--- config.mk ---
export PLATFORM = sky130hd
export DESIGN_NAME = wb_lcd_ctrl
export DESIGN_NICKNAME = d
export VERILOG_FILES = /design/src/rtl/lcd_pkg.sv /design/src/rtl/sync_fifo.sv /design/src/rtl/wb_lcd_ctrl.sv
export SDC_FILE = /design/constraint.sdc
export NUM_CORES = 1
export LEC_CHECK = 0
export CORE_MARGIN = 2
export CORE_UTILIZATION = 34
export DETAILED_ROUTE_END_ITERATION = 12
export DONT_BUFFER_PORTS = 1
export PLACE_DENSITY = 0.51
export SLEW_MARGIN = 20
export SYNTH_ARGS = -nofsm -noshare
export SYNTH_HDL_FRONTEND = slang
export SYNTH_SLANG_ARGS = --single-unit
export TNS_END_PERCENT = 1
--- constraint.sdc ---
create_clock -name clk_i -period 3.5 [get_ports clk_i]
set_clock_uncertainty 0.05 [all_clocks]
set_input_delay 0.525 -clock clk_i [delete_from_list [all_inputs] [get_ports clk_i]]
set_output_delay 0.525 -clock clk_i [all_outputs]
set_load 0.02 [all_outputs]
--- src/rtl/lcd_pkg.sv ---
// Shared definitions for the Wishbone LCD controller.
// Contents: register map, writer FSM states and STATUS bit layout.
package lcd_pkg;

  localparam logic [1:0] LCD_REG_CMD    = 2'd0;
  localparam logic [1:0] LCD_REG_DATA   = 2'd1;
  localparam logic [1:0] LCD_REG_STATUS = 2'd2;
  localparam logic [1:0] LCD_REG_CTRL   = 2'd3;

  typedef enum logic [2:0] {
    ST_RST_LOW,
    ST_RST_WAIT,
    ST_IDLE,
    ST_WR_LOW,
    ST_WR_HIGH
  } lcd_state_e;

  // STATUS = {busy, full, empty, init_done, level[3:0]}
  localparam int STAT_BUSY      = 7;
  localparam int STAT_FULL      = 6;
  localparam int STAT_EMPTY     = 5;
  localparam int STAT_INIT_DONE = 4;
  localparam int STAT_LEVEL_MSB = 3;

  function automatic int max_int(input int a, input int b);
    return (a > b) ? a : b;
  endfunction

endpackage

--- src/rtl/sync_fifo.sv ---
// Single-clock FIFO with show-ahead read port, occupancy count and synchronous flush.
// DEPTH must be a power of two so the pointers wrap naturally.
module sync_fifo #(
  parameter int WIDTH = 9,
  parameter int DEPTH = 16,
  localparam int AW   = (DEPTH > 1) ? $clog2(DEPTH) : 1
) (
  input  logic             clk_i,
  input  logic             rst_ni,
  input  logic             flush_i,
  input  logic             push_i,
  input  logic [WIDTH-1:0] din_i,
  input  logic             pop_i,
  output logic [WIDTH-1:0] dout_o,
  output logic             full_o,
  output logic             empty_o,
  output logic [AW:0]      level_o
);

  logic [WIDTH-1:0] mem_q [DEPTH];
  logic [AW-1:0]    wr_ptr_q, rd_ptr_q;
  logic [AW:0]      count_q;
  logic             do_push, do_pop;

  assign full_o  = (count_q == (AW+1)'(DEPTH));
  assign empty_o = (count_q == '0);
  assign do_push = push_i && !full_o;
  assign do_pop  = pop_i && !empty_o;

  always_ff @(posedge clk_i) begin
    if (do_push && !flush_i) begin
      mem_q[wr_ptr_q] <= din_i;
    end
  end

  always_ff @(posedge clk_i or negedge rst_ni) begin
    if (!rst_ni) begin
      wr_ptr_q <= '0;
      rd_ptr_q <= '0;
      count_q  <= '0;
    end else if (flush_i) begin
      wr_ptr_q <= '0;
      rd_ptr_q <= '0;
      count_q  <= '0;
    end else begin
      if (do_push) wr_ptr_q <= wr_ptr_q + 1'b1;
      if (do_pop)  rd_ptr_q <= rd_ptr_q + 1'b1;
      count_q <= count_q + (AW+1)'(do_push) - (AW+1)'(do_pop);
    end
  end

  assign dout_o  = mem_q[rd_ptr_q];
  assign level_o = count_q;

endmodule

--- src/rtl/wb_lcd_ctrl.sv ---
// Wishbone register slave that queues LCD command/data bytes and plays them out
// on an 8080-style write strobe after a power-on LCD reset sequence.
module wb_lcd_ctrl
  import lcd_pkg::*;
#(
  parameter int FIFO_DEPTH      = 16,
  parameter int WR_LOW_CYCLES   = 2,
  parameter int WR_HIGH_CYCLES  = 2,
  parameter int RST_LOW_CYCLES  = 1024,
  parameter int RST_WAIT_CYCLES = 4096
) (
  input  logic       clk_i,
  input  logic       rst_ni,
  input  logic       stb_i,
  input  logic       we_i,
  input  logic [1:0] adr_i,
  input  logic [7:0] dat_i,
  output logic       ack_o,
  output logic [7:0] dat_o,
  output logic       lcd_nreset,
  output logic       lcd_cmd_data,
  output logic       lcd_write_edge,
  output logic [7:0] lcd_dout,
  output logic       lcd_backlight
);

  localparam int MAX_CYC = max_int(max_int(WR_LOW_CYCLES, WR_HIGH_CYCLES),
                                   max_int(RST_LOW_CYCLES, RST_WAIT_CYCLES));
  localparam int CNT_W   = (MAX_CYC > 1) ? $clog2(MAX_CYC) : 1;
  localparam int LVL_W   = ((FIFO_DEPTH > 1) ? $clog2(FIFO_DEPTH) : 1) + 1;

  localparam logic [CNT_W-1:0] RST_LOW_LAST  = CNT_W'(RST_LOW_CYCLES - 1);
  localparam logic [CNT_W-1:0] RST_WAIT_LAST = CNT_W'(RST_WAIT_CYCLES - 1);
  localparam logic [CNT_W-1:0] WR_LOW_LAST   = CNT_W'(WR_LOW_CYCLES - 1);
  localparam logic [CNT_W-1:0] WR_HIGH_LAST  = CNT_W'(WR_HIGH_CYCLES - 1);

  lcd_state_e       state_q, state_d;
  logic [CNT_W-1:0] cnt_q, cnt_d;
  logic             nreset_q, nreset_d;
  logic             edge_q, edge_d;
  logic [7:0]       dout_q, dout_d;
  logic             cd_q, cd_d;
  logic             init_done_q, init_done_d;
  logic             ack_q, ack_d;
  logic [7:0]       dat_q, dat_d;
  logic             backlight_q, backlight_d;

  logic             fifo_push, fifo_pop, fifo_full, fifo_empty;
  logic [8:0]       fifo_din, fifo_dout;
  logic [LVL_W-1:0] fifo_level;
  logic             is_fifo_reg, stall, ctrl_wr, restart;
  logic [3:0]       level_sat;
  logic [7:0]       status;

  sync_fifo #(.WIDTH(9), .DEPTH(FIFO_DEPTH)) u_fifo (
    .clk_i   (clk_i),
    .rst_ni  (rst_ni),
    .flush_i (restart),
    .push_i  (fifo_push),
    .din_i   (fifo_din),
    .pop_i   (fifo_pop),
    .dout_o  (fifo_dout),
    .full_o  (fifo_full),
    .empty_o (fifo_empty),
    .level_o (fifo_level)
  );

  // Stall uses the registered full flag, so a pop only frees the slot next cycle.
  assign is_fifo_reg = (adr_i == LCD_REG_CMD) || (adr_i == LCD_REG_DATA);
  assign stall       = stb_i && we_i && is_fifo_reg && fifo_full;
  assign ack_d       = stb_i && !ack_q && !stall;
  assign fifo_push   = ack_d && we_i && is_fifo_reg;
  assign fifo_din    = {(adr_i == LCD_REG_DATA), dat_i};
  assign ctrl_wr     = ack_d && we_i && (adr_i == LCD_REG_CTRL);
  assign restart     = ctrl_wr && dat_i[1];

  always_comb begin
    level_sat = (int'(fifo_level) > 15) ? 4'd15 : 4'(fifo_level);
    status                        = '0;
    status[STAT_BUSY]             = (state_q != ST_IDLE) || !fifo_empty;
    status[STAT_FULL]             = fifo_full;
    status[STAT_EMPTY]            = fifo_empty;
    status[STAT_INIT_DONE]        = init_done_q;
    status[STAT_LEVEL_MSB:0]      = level_sat;
  end

  always_comb begin
    dat_d       = dat_q;
    backlight_d = backlight_q;
    if (ack_d && !we_i) begin
      case (adr_i)
        LCD_REG_STATUS: dat_d = status;
        LCD_REG_CTRL:   dat_d = {7'd0, backlight_q};
        default:        dat_d = '0;
      endcase
    end
    if (ctrl_wr) backlight_d = dat_i[0];
  end

  always_comb begin
    state_d     = state_q;
    cnt_d       = cnt_q + 1'b1;
    nreset_d    = nreset_q;
    edge_d      = edge_q;
    dout_d      = dout_q;
    cd_d        = cd_q;
    init_done_d = init_done_q;
    fifo_pop    = 1'b0;
    case (state_q)
      ST_RST_LOW: begin
        nreset_d = 1'b0;
        if (cnt_q == RST_LOW_LAST) begin
          state_d  = ST_RST_WAIT;
          cnt_d    = '0;
          nreset_d = 1'b1;
        end
      end
      ST_RST_WAIT: begin
        if (cnt_q == RST_WAIT_LAST) begin
          state_d     = ST_IDLE;
          init_done_d = 1'b1;
        end
      end
      ST_IDLE: begin
        cnt_d = '0;
        if (!fifo_empty) begin
          fifo_pop = 1'b1;
          dout_d   = fifo_dout[7:0];
          cd_d     = fifo_dout[8];
          edge_d   = 1'b0;
          state_d  = ST_WR_LOW;
        end
      end
      ST_WR_LOW: begin
        if (cnt_q == WR_LOW_LAST) begin
          edge_d  = 1'b1;
          cnt_d   = '0;
          state_d = ST_WR_HIGH;
        end
      end
      ST_WR_HIGH: begin
        if (cnt_q == WR_HIGH_LAST) begin
          cnt_d = '0;
          if (!fifo_empty) begin
            fifo_pop = 1'b1;
            dout_d   = fifo_dout[7:0];
            cd_d     = fifo_dout[8];
            edge_d   = 1'b0;
            state_d  = ST_WR_LOW;
          end else begin
            state_d = ST_IDLE;
          end
        end
      end
      default: begin
        state_d = ST_RST_LOW;
        cnt_d   = '0;
      end
    endcase
    // A restart abandons any byte in flight and replays the LCD reset.
    if (restart) begin
      state_d     = ST_RST_LOW;
      cnt_d       = '0;
      nreset_d    = 1'b0;
      edge_d      = 1'b1;
      init_done_d = 1'b0;
      fifo_pop    = 1'b0;
    end
  end

  always_ff @(posedge clk_i or negedge rst_ni) begin
    if (!rst_ni) begin
      state_q     <= ST_RST_LOW;
      cnt_q       <= '0;
      nreset_q    <= 1'b0;
      edge_q      <= 1'b1;
      dout_q      <= '0;
      cd_q        <= 1'b0;
      init_done_q <= 1'b0;
      ack_q       <= 1'b0;
      dat_q       <= '0;
      backlight_q <= 1'b0;
    end else begin
      state_q     <= state_d;
      cnt_q       <= cnt_d;
      nreset_q    <= nreset_d;
      edge_q      <= edge_d;
      dout_q      <= dout_d;
      cd_q        <= cd_d;
      init_done_q <= init_done_d;
      ack_q       <= ack_d;
      dat_q       <= dat_d;
      backlight_q <= backlight_d;
    end
  end

  assign ack_o          = ack_q;
  assign dat_o          = dat_q;
  assign lcd_nreset     = nreset_q;
  assign lcd_cmd_data   = cd_q;
  assign lcd_write_edge = edge_q;
  assign lcd_dout       = dout_q;
  assign lcd_backlight  = backlight_q;

endmodule

==> metrics, run 1 <==
Critical Path Fanout Max 7; H-tree levels 4; PwrDens 696 nW/um2; setup TNS 0 ns; CTS root buf clkbuf_16; fin crit period 3.18 ns; Fmax 315 MHz; dpl hpwl 11400 um; initial core utilization 34.5%; Total Nets Final 561; Initial DRC Count 258; global route overflow 0; Pwr Total 6.56 mW; Reg-to-Reg Start cnt_q[5]; ys flop type edfxtp_1; Seq cells post-synth 194; fin crit share 90.8%; ANT nets after route 0; Row Count 57; ANT cells 0; endpoint class of the critical path register; remaining routing DRC violations 0; setup violators final 0; vias in the first global route 4585; Pleak 3.27 nW; die width 161 um; Netlist Area Pre-Place 8370 um2; port buffer count 0; antenna violations before repair 0; largest net degree at the start of global routing 51; # fillers 2266; final slew viol count 0; GRT Overall Usage 14.7%; fin cells 867; Post-Synthesis Cells 519; FF-to-FF path depth 13; Worst VDD drop 0.328 mV; Longest Clk Path Bufs 2; unrepaired setup endpoints after global routing false; Tightest Pin Transition 1.08 ns; drt pass-1 iters 4; via count 4463; first-pass GRT wire length 27900 um; core area 24200 um2; Max-slew headroom 27.9%; crit path kind reg -> reg; status complete, no violations; Yosys cell types 68; sequential share of the synthesized area 66.6%; vias per cell 5.15; Worst Setup SP cnt_q[5]; clock slew at reported path FFs 0.08 ns; asr flop ratio synth 25.8%; routed wire length 18300 um; layout cells sized above 1 20.8%; Hold Path Class in -> reg; Post-Syn Nets 550; clk_lat worst skew 0.44 ns; clock sinks 194; crit path DAT 3.44 ns; Layout area overhead 12.6%; DP Cell Count 833; WHS 0.130 ns; yosys warns 0; Final Hold Vio Count 0; Post-synth EDFFs 144; io pins 35; RePlAce Congestion 0.761; total CTS buffers 17; WHS Path Cells 0; die footprint 25900 um2; startpoint types register; Avg WL per Cell 21.1 um; max-cap viol count 0; Worst EP required 3.76 ns; Hold Startpoint dat_i[5]; Die Height 161 um; CTS tree done; syn_area_per_cell 16.1 um2
-- critical path, cell delays in order, from the launching register on --
cell and delay [ns]:
dfrtp_1 0.48, nor4_4 0.47, nand4_4 0.19, a211o_2 0.38
nor2_1 0.09, ha_1 0.23, inv_1 0.06, ha_1 0.16
inv_1 0.05, fa_1 0.38, nand2b_1 0.16, a21oi_1 0.18
o21a_1 0.13, nor3_1 0.05
-- synthesized netlist by cell type, types with 2 or more instances --
cell type	n	share of area, %
a21o_1	2	0.18
a21oi_1	7	0.42
a22oi_1	18	1.6
a41o_1	3	0.36
and2_1	11	0.82
and3_1	3	0.22
buf_1	3	0.13
buf_2	4	0.24
buf_6	2	0.27
clkbuf_1	15	0.67
dfrtp_1	49	15
edfxtp_1	144	52
ha_1	16	2.4
inv_1	20	0.90
mux2_2	2	0.27
mux2_4	8	1.4
mux2i_1	4	0.48
mux4_2	36	9.7
nand2_1	31	1.4
nand2b_1	9	0.67
nand3_1	10	0.60
nand3b_1	2	0.18
nand4_1	6	0.45
nor2_1	18	0.81
nor2b_1	5	0.37
nor3_1	18	1.1
nor3b_1	3	0.27
nor4_1	4	0.30
nor4_4	2	0.51
o211ai_1	2	0.18
o21a_1	2	0.18
o21ai_0	12	0.72
o311ai_0	2	0.21
xnor2_1	6	0.63
xor2_1	7	0.73
-- per-stage QoR --
step	area, um2	setup WS, ns	util [%]
after detailed placement	8810	0.322	36.3
after global routing	9430	0.0665	38.9
after CTS	9430	0.297	38.9
after global placement	8810	0.386	36.3
after floorplan	8370	0.529	-
final	9430	0.321	38.9
-- placed cells by master, fill, tap and decap left out, types with 7 or more instances in the layout --
cell type  instances
xor2_1             7
edfxtp_1         144
dfrtp_1           48
and2_1            11
a21oi_1            7
nor2_1            18
mux4_2            36
buf_4             15
a22oi_1           18
inv_1             20
o21ai_0           12
clkbuf_16         17
mux2_4             8
nand3_1           10
nor3_1            18
ha_1              16
nand2_1           31
nand2b_1           9
-- final cells by class --
type                            count  area, um2  share of cell area [%]
Clock inverter                     13        150                    1.59
Timing Repair Buffer               18        170                    1.80
Sequential cell                   194       5580                    59.2
Inverter                           20       75.1                   0.796
Tap cell                          324        405                    4.30
Multi-Input combinational cell    279       2620                    27.8
Clock buffer                       19        433                    4.59
-- timing repair --
item	in CTS	in global routing
hold buffers	2	0
buffers inserted	0	0
hold endpoints to repair	50	0
gates resized for setup	0	0
-- report_power, final --
group | leakage (nW) | switching (mW) | internal [mW]
clock | 0.275 | 0.907 | 1.01
sequential | 1.94 | 0.362 | 2.69
combinational | 1.05 | 0.786 | 0.806
-- routing by layer --
layer	vias to the layer above	wire length (um)	GRT usage, %
met4	0	245	3.98
met1	2337	8340	19.7
li1	2023	-	-
met5	-	0	0
met3	14	790	3.72
met2	89	8900	24.0
-- path summary, 6_finish.rpt --
path | endpoint | slack (ns)
max in group asynchronous | lcd_write_edge | 2.57
worst max-delay path | u_fifo.level_o[4] | 0.32
worst max register to register | u_fifo.level_o[4] | 0.32
worst min register to register | cnt_q[0] | 0.48
min in group asynchronous | cnt_q[6] | 0.55
worst min-delay path | u_fifo.mem_q[2][5] | 0.13
-- sequential cells by signal (all words and copies together) (netlist names), 3 cells and up --
signal           cells
u_fifo.mem_q       144
state_q              3
u_fifo.level_o       5
cnt_q               12
u_fifo.rd_ptr_q      4
dat_o                8
u_fifo.wr_ptr_q      4
lcd_dout             8
-- cell families (layout without fill, tap and decap cells) --
| family | Yosys count | after routing | share of synthesized area (%) |
|---|---|---|---|
| muxes | 50 | 50 | 11.9 |
| adders and majority gates | 17 | 17 | 2.63 |
| and+or+nand+nor | 139 | 139 | 9.83 |
| AOI/OAI and AO/OA | 60 | 60 | 5.26 |
| xor gates and xnor gates | 13 | 13 | 1.36 |
| buffers and inverters | 46 | 70 | 2.47 |
| DFF | 194 | 194 | 66.6 |
(Power assumes the default switching activity.)
==> run 2, diff against run 1 <==
==> constraint.sdc (replaced) <==
create_clock -name clk_i -period 3.5 [get_ports clk_i]
set_clock_uncertainty 0.05 [all_clocks]
set_input_delay 0.175 -clock clk_i [delete_from_list [all_inputs] [get_ports clk_i]]
set_output_delay 0.175 -clock clk_i [all_outputs]
set_load 0.02 [all_outputs]
==> run 2 against run 1 <==
Compared with the run above: global-route usage grew 0.35 points; worst setup slack lost 0.043 ns; sequential power is essentially flat; combinational power grew 3%; fmax shrank 1.3%; routed wire length grew 0.44%; sequential share of layout area shrank 0.95 points; critical path type unchanged.
==> metrics, run 2 (synthesis gave the netlist of run 1 again) <==
via count 4535 (+1.6%); Top Registers u_fifo.mem_q: 144 flops, cnt_q: 12 flops; remaining routing DRC violations 0 (unchanged); buffers plus inverters on the worst setup path 2 (unchanged); status complete, no violations; vias per cell 5.14 (-0.23%); global route overflow 0 (unchanged); max-cap viol count 0 (unchanged); ANT cells 0 (unchanged); RePlAce Congestion 0.749 (-1.5%); Row Count 57 (unchanged); Max-slew headroom 32.6% (+4.7 points); antenna violations before repair 0 (unchanged); crit path DAT 3.49 ns (+0.05 ns); ANT nets after route 0 (unchanged); most frequent cells in the layout 144 x edfxtp_1, 48 x dfrtp_1, 36 x mux4_2; io pins 35 (unchanged); crit path kind reg -> reg; die footprint 25900 um2 (unchanged); port buffer count 0 (unchanged); clock slew at reported path FFs 0.08 ns (about the same); setup TNS 0 ns (unchanged); fin crit period 3.22 ns (+0.0427 ns); sequential power share 46.3% (-0.2 points); GRT Overall Usage 15.1% (+0.35 points); delay of the slowest critical-path stage 0.49 ns (about the same); initial core utilization 34.5% (unchanged); Placed Area 8810 um2 (unchanged); Critical Path Fanout Max 8 (+1); crit-path cells nor4_4, nand4_4, a211o_2, nor2_1, ha_1, inv_1, ha_1, inv_1, fa_1, nand2b_1, a21oi_1, o21a_1, nor3_1; Tightest Pin Transition 1.01 ns (-0.0707 ns); clk_lat worst skew 0.43 ns (about the same); Total Nets Final 577 (+2.9%); routed wire length 18400 um (+0.44%); Comb pwr share 24.7% (+0.4 points); commonest non-fill, non-tap cell in the layout edfxtp_1; Die Height 161 um (unchanged); Fmax 310 MHz (-1.3%); CTS tree done; die width 161 um (unchanged); final instance area 9580 um2 (+1.6%); CTS root buf clkbuf_16; layout cells sized above 1 21.1% (+0.30 points); clock sinks 194 (unchanged); Worst VDD drop 0.349 mV (+6.4%); first-pass GRT wire length 28600 um (+2.5%); Avg WL per Cell 20.8 um (-1.4%); vias in the first global route 4761 (+3.8%); Worst EP required 3.76 ns (about the same); PwrDens 689 nW/um2 (-1.1%); largest net degree at the start of global routing 51 (unchanged); drt pass-1 iters 4 (unchanged); CP top delay family simple AND/OR/NAND/NOR gates; Critical-path top delay cell dfrtp_1; fin crit share 92.1% (+1.2 points); Reg with most FFs u_fifo.mem_q; Longest Clk Path Bufs 2 (unchanged); startpoint types register; Pleak 3.35 nW (+2.5%); post-cts resize count 0 (unchanged); setup violators final 0 (unchanged); Hold Path Class in -> reg; DP Cell Count 833 (unchanged); endpoint class of the critical path register; Internal 4.48 mW (-0.58%); total CTS buffers 17 (unchanged); Net Sw Frac 32.1% (+0.74 points); Initial DRC Count 262 (+1.6%); Final Hold Vio Count 0 (unchanged); dpl hpwl 11300 um (-0.42%); core area 24200 um2 (unchanged); Pwr Total 6.60 mW (+0.51%); H-tree levels 4 (unchanged); NetSw 2.12 mW (+2.9%); fin cells 883 (+1.8%); Clk pwr share 29.0% (-0.2 points); max FFs per register 144 (unchanged); Layout area overhead 14.4%; final slew viol count 0 (unchanged)
[run 2: worst min-delay path, cell delays in order]
cell and delay (ns):
nor2b_1 0.17, nand2_1 0.07, o21ai_0 0.07
[run 2: per-layer routing]
metal	vias to the layer above	global-route usage (%)	wire length, um	share of wire [%]
met4	0	3.86	172	0.94
met5	-	0	0	0
met1	2361	20.2	8190	45
met2	100	24.7	9010	49
met3	10	3.77	983	5.4
li1	2064	-	-	-
[run 2: path summary, 6_finish.rpt]
kind | from | to | slack [ns] | cells past startpoint
max | cnt_q[10] | u_fifo.level_o[4] | 0.28 | 13
min | adr_i[1] | dat_o[7] | 0.04 | 3
max reg2reg | cnt_q[10] | u_fifo.level_o[4] | 0.28 | 13
min reg2reg | cnt_q[0] | cnt_q[0] | 0.48 | 1
max in group asynchronous | rst_ni | lcd_write_edge | 2.90 | 2
min in group asynchronous | rst_ni | cnt_q[0] | 0.18 | 2
[run 2: stage by stage]
stage                     hold WS (ns)  util (%)  setup WS [ns]
after floorplan                 -0.171         -          0.529
after global placement          -0.169      36.3          0.384
after detailed placement        -0.169      36.3          0.299
after CTS                       0.0246      39.4          0.271
after global routing            0.0476      39.5        -0.0239
final                           0.0440      39.5          0.278
[run 2: power by group through the flow]
stage	Sequential, mW	Combinational, mW	Clock, mW
after floorplan	3.01	1.28	0
after global placement	3.10	1.56	0
after detailed placement	3.11	1.59	0
after CTS	3.06	1.66	1.97
after global routing	3.09	1.84	2.05
final	3.06	1.63	1.91
[run 2: layout make-up]
class | count | area [um2]
repair buffers | 34 | 323
clock inverters | 15 | 159
flip-flops and latches | 194 | 5580
fillers | 2265 | 14700
well taps | 324 | 405
inverters | 20 | 75.1
clock buffers | 17 | 425
multi-input cells | 279 | 2620
[run 2: repair_timing]
| action | CTS | global route |
|---|---|---|
| setup endpoints to repair | 0 | 1 |
| hold endpoints to repair | 188 | 0 |
| setup buffers | 0 | 3 |
| hold buffers | 15 | 0 |
==> run 3, diff against run 2 <==
MAX_ROUTING_LAYER = met4   (was default)
REMOVE_ABC_BUFFERS = 1   (was default)
==> run 3 against run 2 <==
Compared with the run above: fmax increased by 0.96%; highest routed layer unchanged; clock power about the same; design area decreased by 0.18%; worst setup slack improved by 0.031 ns; largest cell class unchanged; non-clock buffer count decreased by 6; routed wire length decreased by 4.8%; die area unchanged; via count decreased by 0.53%; combinational power decreased by 2%.
==> metrics, run 3 (synthesis gave the netlist of run 1 again) <==
endpoint class of the critical path register; first-pass GRT wire length 27500 um (-3.9%); clock slew at reported path FFs 0.07 ns (about the same); RePlAce Congestion 0.775 (+3.5%); remaining routing DRC violations 0 (unchanged); delay of the slowest critical-path stage 0.48 ns (about the same); Net Sw Frac 32.0% (-0.082 points); Fmax 313 MHz (+0.96%); Avg WL per Cell 19.9 um (-4.3%); commonest non-fill, non-tap cell in the layout edfxtp_1; startpoint types register; drt pass-1 iters 5 (+1); Total Nets Final 571 (-1.0%); vias in the first global route 4703 (-1.2%); via count 4511 (-0.53%); unrepaired setup endpoints after global routing false; sequential power share 46.3% (about the same); crit-path cells nor4_4, nand4_4, a211o_2, nor2_1, ha_1, inv_1, ha_1, inv_1, fa_1, nand2b_1, a21oi_1, o21a_1, nor3_1; Row Count 57 (unchanged); # fillers 2249 (-0.71%); Top Registers u_fifo.mem_q: 144 flops, cnt_q: 12 flops; io pins 35 (unchanged); Die Height 161 um (unchanged); total CTS buffers 17 (unchanged); Layout area overhead 14.2%; most frequent cells in the layout 144 x edfxtp_1, 48 x dfrtp_1, 36 x mux4_2; ANT nets after route 0 (unchanged); Comb pwr share 24.2% (-0.5 points); Worst EP required 3.76 ns (about the same); core area 24200 um2 (unchanged); max FFs per register 144 (unchanged); Clk pwr share 29.5% (+0.5 points); clk_lat worst skew 0.43 ns (about the same); Longest Clk Path Bufs 2 (unchanged); Worst VDD drop 0.303 mV (-13%); Critical-path top delay cell dfrtp_1; fin crit share 91.2% (-0.88 points); Hold Path Class in -> reg; Tightest Pin Transition 0.922 ns (-0.0875 ns); largest net degree at the start of global routing 51 (unchanged); antenna violations before repair 1 (+1); CTS tree done; Reg with most FFs u_fifo.mem_q; NetSw 2.11 mW (-0.48%); layout cells sized above 1 20.4% (-0.68 points); crit path DAT 3.46 ns (-0.03 ns); setup TNS 0 ns (unchanged); Internal 4.48 mW (-0.10%); port buffer count 0 (unchanged); final slew viol count 0 (unchanged); CP top delay family simple AND/OR/NAND/NOR gates; die width 161 um (unchanged); Max-slew headroom 38.4% (+5.8 points); R2R setup slack 0.31 ns (+0.03 ns); die footprint 25900 um2 (unchanged); PwrDens 688 nW/um2 (about the same); clock sinks 194 (unchanged); buffers plus inverters on the worst setup path 2 (unchanged); fin crit period 3.19 ns (-0.0308 ns); Pwr Total 6.58 mW (-0.22%); initial core utilization 34.5% (unchanged); Critical Path Fanout Max 7 (-1); CTS root buf clkbuf_16; Final Hold Vio Count 0 (unchanged); H-tree levels 4 (unchanged); setup violators final 0 (unchanged); routed wire length 17500 um (-4.8%); Pleak 3.33 nW (-0.61%); dpl hpwl 11000 um (-2.6%); GRT Overall Usage 14.7% (-0.38 points); Initial DRC Count 385 (+47%); crit path kind reg -> reg; status complete, no violations; global route overflow 0 (unchanged); vias per cell 5.14 (about the same); max-cap viol count 0 (unchanged)
-- run 3: repair_timing --
item | in CTS | in global routing
hold endpoints to repair | 188 | 1
buffers inserted | 0 | 0
gates resized for setup | 0 | 0
hold buffers | 14 | 1
-- run 3: metrics by stage --
stage	hold WS, ns	std cells	setup WS [ns]	util (%)	cell area [um2]
2_1_floorplan	-0.171	493	0.513	-	8240
3_3_place_gp	-0.169	830	0.361	36.2	8780
3_5_place_dp	-0.169	830	0.323	36.2	8780
4_1_cts	0.0245	876	0.305	39.4	9550
5_1_grt	0.0449	878	0.0934	39.4	9560
6_report	0.0431	878	0.309	39.4	9560
-- run 3: final cells by class --
type	instances	area [um2]	area share [%]
sequential	194	5580	58.3
multi-input combinational	279	2620	27.4
clock buffer	17	425	4.45
tap	324	405	4.24
timing repair buffer	28	278	2.90
clock inverter	15	181	1.90
inverter	20	75.1	0.785
antenna	1	2.50	0.0262
-- run 3: power by group through the flow --
| stage | logic, mW | clock network [mW] | registers, mW |
|---|---|---|---|
| after floorplan | 1.09 | 0 | 3.17 |
| after global placement | 1.55 | 0 | 3.09 |
| after detailed placement | 1.58 | 0 | 3.11 |
| after CTS | 1.64 | 1.99 | 3.06 |
| after global routing | 1.79 | 2.09 | 3.09 |
| final | 1.59 | 1.94 | 3.05 |
-- run 3: worst min-delay path, delay by kind of cell --
kind             cells  cell delay, ns
XOR/XNOR             1            0.06
AND/OR/NAND/NOR      3            0.24
-- run 3: layer usage --
metal	vias to the layer above	share of wire [%]	wire length (um)	track usage (%)
met5	-	0	0	-
met4	0	1.6	274	4.30
met3	14	4.4	770	3.18
met2	109	50	8780	23.9
met1	2336	44	7640	18.7
li1	2052	-	-	-
-- run 3: worst paths after layout --
path	from	to	cells after the start
setup reg to reg	cnt_q[5]	u_fifo.level_o[4]	13
max in group asynchronous	rst_ni	lcd_write_edge	2
hold / removal	adr_i[1]	u_fifo.wr_ptr_q[2]	4
min in group asynchronous	rst_ni	lcd_dout[3]	2
setup / recovery	cnt_q[5]	u_fifo.level_o[4]	13
hold reg to reg	cnt_q[0]	cnt_q[0]	1
